## config.mk

```make
export PLATFORM = sky130hd
export DESIGN_NAME = ccc_lock_seq
export DESIGN_NICKNAME = d
export VERILOG_FILES = /design/src/rtl/ccc_lock_seq.sv
export SDC_FILE = /design/constraint.sdc
export NUM_CORES = 1
export LEC_CHECK = 0
export BUFFER_PORTS_ARGS = -buffer_cell sky130_fd_sc_hd__buf_2
export CAP_MARGIN = 0
export CORE_MARGIN = 2
export CORE_UTILIZATION = 30
export CTS_BUF_LIST = sky130_fd_sc_hd__clkbuf_2
export CTS_CLUSTER_DIAMETER = 30
export DETAILED_ROUTE_END_ITERATION = 8
export GPL_TIMING_DRIVEN = 0
export MAX_ROUTING_LAYER = met4
export PLACE_DENSITY = 0.48
export SYNTH_ARGS = -nofsm -noshare
export SYNTH_HDL_FRONTEND = slang
export SYNTH_SLANG_ARGS = --single-unit
export TNS_END_PERCENT = 10
```

## constraint.sdc

```tcl
create_clock -name FAB_CLK -period 2.5 [get_ports FAB_CLK]
set_input_delay 0.25 -clock FAB_CLK [delete_from_list [all_inputs] [get_ports FAB_CLK]]
set_output_delay 0.25 -clock FAB_CLK [all_outputs]
set_load 0.02 [all_outputs]
```

## src/rtl/ccc_lock_seq.sv

```systemverilog
// Fabric reset sequencer and PLL lock supervisor for the CCC fabric clock domain.
// Optional lock timeout flag is compiled in with `define CCC_LOCK_TIMEOUT_EN.
module ccc_lock_seq #(
  parameter int unsigned SYNC_STAGES    = 2,
  parameter int unsigned STABLE_CYCLES  = 1024,
  parameter int unsigned HOLD_CYCLES    = 16,
  parameter int unsigned CNT_W          = 8,
  parameter int unsigned TIMEOUT_CYCLES = 65536
) (
  input  logic             FAB_CLK,
  input  logic             RESET,
  input  logic             FAB_LOCK,
  input  logic             MSS_LOCK,
  input  logic             MSS_LOCK_MASK,
  input  logic             SW_RST,
  input  logic             CLR_STATUS,
  output logic             FAB_RST_OUT,
  output logic             CLK_READY,
  output logic             LOCK_LOST,
  output logic [CNT_W-1:0] LOSS_CNT,
  output logic             LOCK_TIMEOUT
);

  localparam int unsigned CNT_MAX = (STABLE_CYCLES > HOLD_CYCLES) ? STABLE_CYCLES : HOLD_CYCLES;
  localparam int unsigned CW      = $clog2(CNT_MAX + 1);

  if (SYNC_STAGES < 2 || SYNC_STAGES > 4 || STABLE_CYCLES < 1 || HOLD_CYCLES < 1 ||
      CNT_W < 1 || TIMEOUT_CYCLES < 2) begin : g_bad_params
    $error("ccc_lock_seq: illegal parameter value");
  end

  typedef enum logic [1:0] {WAIT_LOCK, QUALIFY, HOLD, RUN} state_t;

  state_t                 state;
  state_t                 state_nxt;
  logic [CW-1:0]          cnt;
  logic [CW-1:0]          cnt_nxt;
  logic                   loss;
  logic [SYNC_STAGES-1:0] fab_sync;
  logic [SYNC_STAGES-1:0] mss_sync;
  logic                   lock_s;

  always_ff @(posedge FAB_CLK or posedge RESET) begin
    if (RESET) begin
      fab_sync <= '0;
      mss_sync <= '0;
    end else begin
      fab_sync <= {fab_sync[SYNC_STAGES-2:0], FAB_LOCK};
      mss_sync <= {mss_sync[SYNC_STAGES-2:0], MSS_LOCK};
    end
  end

  assign lock_s = fab_sync[SYNC_STAGES-1] & (mss_sync[SYNC_STAGES-1] | MSS_LOCK_MASK);

  always_comb begin
    state_nxt = state;
    cnt_nxt   = cnt;
    loss      = 1'b0;
    case (state)
      WAIT_LOCK: begin
        if (lock_s) begin
          state_nxt = QUALIFY;
          cnt_nxt   = '0;
        end
      end
      QUALIFY: begin
        if (!lock_s) begin
          state_nxt = WAIT_LOCK;
        end else if (cnt == CW'(STABLE_CYCLES - 1)) begin
          state_nxt = HOLD;
          cnt_nxt   = '0;
        end else begin
          cnt_nxt = cnt + 1'b1;
        end
      end
      HOLD: begin
        if (!lock_s) begin
          state_nxt = WAIT_LOCK;
        end else if (cnt == CW'(HOLD_CYCLES - 1)) begin
          state_nxt = RUN;
        end else begin
          cnt_nxt = cnt + 1'b1;
        end
      end
      RUN: begin
        // Lock loss takes priority over a software re-run request.
        if (!lock_s) begin
          state_nxt = WAIT_LOCK;
          loss      = 1'b1;
        end else if (SW_RST) begin
          state_nxt = HOLD;
          cnt_nxt   = '0;
        end
      end
      default: state_nxt = WAIT_LOCK;
    endcase
  end

  always_ff @(posedge FAB_CLK or posedge RESET) begin
    if (RESET) begin
      state       <= WAIT_LOCK;
      cnt         <= '0;
      FAB_RST_OUT <= 1'b1;
      CLK_READY   <= 1'b0;
      LOCK_LOST   <= 1'b0;
      LOSS_CNT    <= '0;
    end else begin
      state       <= state_nxt;
      cnt         <= cnt_nxt;
      FAB_RST_OUT <= (state_nxt != RUN);
      CLK_READY   <= (state_nxt == RUN);
      if (loss) begin
        LOCK_LOST <= 1'b1;
      end else if (CLR_STATUS) begin
        LOCK_LOST <= 1'b0;
      end
      if (loss && (LOSS_CNT != '1)) begin
        LOSS_CNT <= LOSS_CNT + 1'b1;
      end
    end
  end

`ifdef CCC_LOCK_TIMEOUT_EN
  localparam int unsigned TW = $clog2(TIMEOUT_CYCLES + 1);

  logic [TW-1:0] tmo_cnt;

  // Counter freezes in HOLD so a software-requested hold cannot trip the flag.
  always_ff @(posedge FAB_CLK or posedge RESET) begin
    if (RESET) begin
      tmo_cnt      <= '0;
      LOCK_TIMEOUT <= 1'b0;
    end else if (state == HOLD && state_nxt == RUN) begin
      tmo_cnt      <= '0;
      LOCK_TIMEOUT <= 1'b0;
    end else if (state == WAIT_LOCK || state == QUALIFY) begin
      if (tmo_cnt != TW'(TIMEOUT_CYCLES)) begin
        tmo_cnt <= tmo_cnt + 1'b1;
      end
      if (tmo_cnt == TW'(TIMEOUT_CYCLES - 1)) begin
        LOCK_TIMEOUT <= 1'b1;
      end
    end
  end
`else
  assign LOCK_TIMEOUT = 1'b0;
`endif

endmodule

```

==> results.sh <==
export IMPL_nNetsFinal=182
export IMPL_synth_xor_area_share_pct=4.11
export IMPL_clock_latency_ns=0.38
export IMPL_critPathKind="reg2reg"
export IMPL_drv_slew=0
export IMPL_io_buffers=17
export IMPL_vias_per_cell=4.85
export IMPL_final_area_sq_um=1760
export IMPL_required_ns=2.81
export IMPL_synth_top_cell_by_area="dfrtp_1"
export IMPL_ys_warnings_count=0
export IMPL_synth_simple_area_share_pct=16.9
export IMPL_muxShareOfSynthArea_pct=1.42
export IMPL_synth_top_family_by_area="compound AO/OA/AOI/OAI gates"
export IMPL_finalHoldViolCount=0
export IMPL_tns_ns=0
export IMPL_end_kind="flop"
export IMPL_design_power_total_mw=1.30
export IMPL_async_flop_share_pct=100
export IMPL_path_clk_slew_ns=0.29
export IMPL_final_util_pct=37.1
export IMPL_synth_fa_ha_area_share_pct=5.87
export IMPL_maxSlewHeadroom_pct=30.9
export IMPL_core_sq_um=4750
export IMPL_clock_sinks=28
export IMPL_gr_total_overflow=0
export IMPL_ios=19
export IMPL_path_cells="inv_1 -> ha_1 -> or4_1 -> a21o_1 -> or2_1 -> buf_4 -> o31ai_1"
export IMPL_fin_ws_ns=0.116
export IMPL_synth_most_common_cell="dfrtp_1"
export IMPL_cts_tree="done"
export IMPL_synth_area_per_cell_sq_um=10.4
export IMPL_r2r_setup_slack_ns=0.12
export IMPL_cap_viol_max_count=0
export IMPL_hold_path_class="in2async"
export IMPL_die_h_um=74.5
export IMPL_diodes=0
export IMPL_r2r_worst_path_cells=7
export IMPL_cp_start_kind="flop"
export IMPL_grt_pass1_vias=1086
export IMPL_setup_violations_final=0
export IMPL_pre_cts_slack_ns=0.107
export IMPL_slowest_stage="dfrtp_1"
export IMPL_worstReg2RegStart="state[1]"
export IMPL_fmax_mhz=419
export IMPL_cpPeakStageDelay_ns=0.55
export IMPL_synthTopCellsByCount="dfrtp_1, nand2_1, o21ai_0"
export IMPL_grt_pass1_wl_um=5280
export IMPL_p_leak_nw=0.787
export IMPL_rsz0062_at_grt="false"
export IMPL_vias=1135
export IMPL_place_area_sq_um=1660
export IMPL_initial_utilization_pct=31.4
export IMPL_dr_first_iter_drc_count=53
export IMPL_dp_hpwl_um=2290
export IMPL_status="finished clean"
export IMPL_layout_drive_gt1_share_pct=22.8
export IMPL_critical_path_startpoint="state[1]"
export IMPL_synth_edff_count=0
export IMPL_synth_seq_cells=28
export IMPL_tightest_slew_ns=1.04
export IMPL_routed_wl_um=3090
export IMPL_cts_root_buffer="clkbuf_2"
export IMPL_drc=0
export IMPL_firstDrtPassIters=4
export IMPL_numCtsBuffers=3
export IMPL_dieArea_sq_um=5560
export IMPL_synth_compound_area_share_pct=20.3
export IMPL_period_share_pct=95.4
export IMPL_area_growth_pct=18.2
export IMPL_seq_area_frac_synth_pct=47.0
export IMPL_arrival_ns=2.69
export IMPL_die_width_um=74.5
export IMPL_synth_top_area_share_pct=45.3
export IMPL_syn_cell_area_sq_um=1490
export IMPL_max_clock_path_buffers=2
export IMPL_layout_min_cycle_time_ns=2.38
export IMPL_postCtsSetupBuffers=0
export IMPL_grt_max_degree=29
export IMPL_fillCellCount=498
export IMPL_irDropWorstVdd_mv=0.313
export IMPL_antenna_found_initial=0
export IMPL_track_usage_pct=12.8
export IMPL_synthCells=143
export IMPL_clock_skew_ns=0.0168
export IMPL_gp_congestion=0.825
export IMPL_synth_area_leaders="dfrtp_1, ha_1, nand2_1"
export IMPL_cp_endpoint="cnt[5]"
export IMPL_synth_nets=157
export IMPL_ant_nets=0
export IMPL_ys_flop_type="dfrtp_1"
export IMPL_h_tree_depth=1
export IMPL_rows=25
export IMPL_synth_cell_types=48
export IMPL_reg2reg_to="cnt[5]"
export IMPL_wl_per_cell_um=13.2
export IMPL_crit_fanout=8
export IMPL_power_density_nw_per_um2=737
-- cells in the final DEF (no fill, tap or decap), types with 3 or more instances in the layout --
| master | n |
|---|---|
| a2bb2oi_1 | 3 |
| buf_2 | 18 |
| buf_4 | 3 |
| clkbuf_2 | 3 |
| dfrtp_1 | 27 |
| dlygate4sd3_1 | 3 |
| ha_1 | 6 |
| inv_1 | 6 |
| nand2_1 | 18 |
| nand3_1 | 3 |
| nand4_1 | 5 |
| nor2_1 | 7 |
| o21a_1 | 3 |
| o21ai_0 | 12 |
| o221ai_1 | 3 |
| o31ai_1 | 3 |
| xnor2_1 | 4 |
| xor2_1 | 3 |
-- per-layer routing --
metal | global-route usage, % | vias to the layer above | part of all wire, %
met5 | - | - | 0
met4 | 2.58 | 0 | 0.55
met3 | 3.25 | 2 | 2.9
met2 | 18.0 | 18 | 45
met1 | 18.8 | 547 | 51
li1 | - | 568 | -
-- worst min-delay path by stage --
stage,to,slack [ns],startpoint
global placement,mss_sync[1],0.34,mss_sync[0]
global route,cnt[1],0.13,RESET
floorplan,fab_sync[0],0.28,FAB_LOCK
CTS,cnt[2],0.1,RESET
detailed placement,mss_sync[1],0.34,mss_sync[0]
finish,cnt[6],0.06,RESET
-- area by class of cell --
class	count	area (sq um)	share of cell area [%]
clock inverters	1	30.0	1.70
multi-input cells	104	757	42.9
flip-flops and latches	28	702	39.8
plain buffers	5	38.8	2.20
clock buffers	3	15.0	0.851
repair buffers	20	115	6.52
inverters	6	22.5	1.28
well taps	67	83.8	4.75
-- worst max-delay path: cells and delay by family, from the launching register on --
| family | cells | cell delay [ns] |
|---|---|---|
| AOI/OAI and AO/OA | 2 | 0.47 |
| adders and majority gates | 1 | 0.28 |
| buffers and inverters | 2 | 0.29 |
| DFF | 1 | 0.55 |
| and+or+nand+nor | 2 | 0.72 |
-- cell families after synthesis --
logic type               count (synthesis)
buffers and inverters                   11
AO/OA/AOI/OAI                           39
XOR/XNOR                                 7
other                                    1
AND/OR/NAND/NOR                         48
adder cells (fa/ha/maj)                  7
multiplexers                             2
flip-flops                              28
-- metrics by stage --
step | instances | hold slack, ns
2_1_floorplan | 143 | 0.281
3_3_place_gp | 227 | 0.337
3_5_place_dp | 227 | 0.336
4_1_cts | 234 | 0.0962
5_1_grt | 234 | 0.129
6_report | 234 | 0.0550
-- repair_timing --
item / in CTS / in global routing
hold buffers: 3 / 0
hold endpoints to repair: 3 / 0
endpoints found under the setup margin: 0 / 12
gates resized for setup: 0 / 4
-- sequential cells by signal (all words and copies together) (netlist names) --
register     cells
mss_sync         2
LOCK_LOST        1
FAB_RST_OUT      1
state            2
CLK_READY        1
LOSS_CNT         8
cnt             11
fab_sync         2
-- report_power, final --
part | total [mW] | internal (mW) | leakage [nW] | switching (mW)
Clock | 0.281 | 0.137 | 0.0266 | 0.143
Combinational | 0.454 | 0.185 | 0.393 | 0.269
Sequential | 0.566 | 0.506 | 0.368 | 0.0595
Total | 1.30 | 0.828 | 0.787 | 0.472
Power figures use the tool's default switching activity.
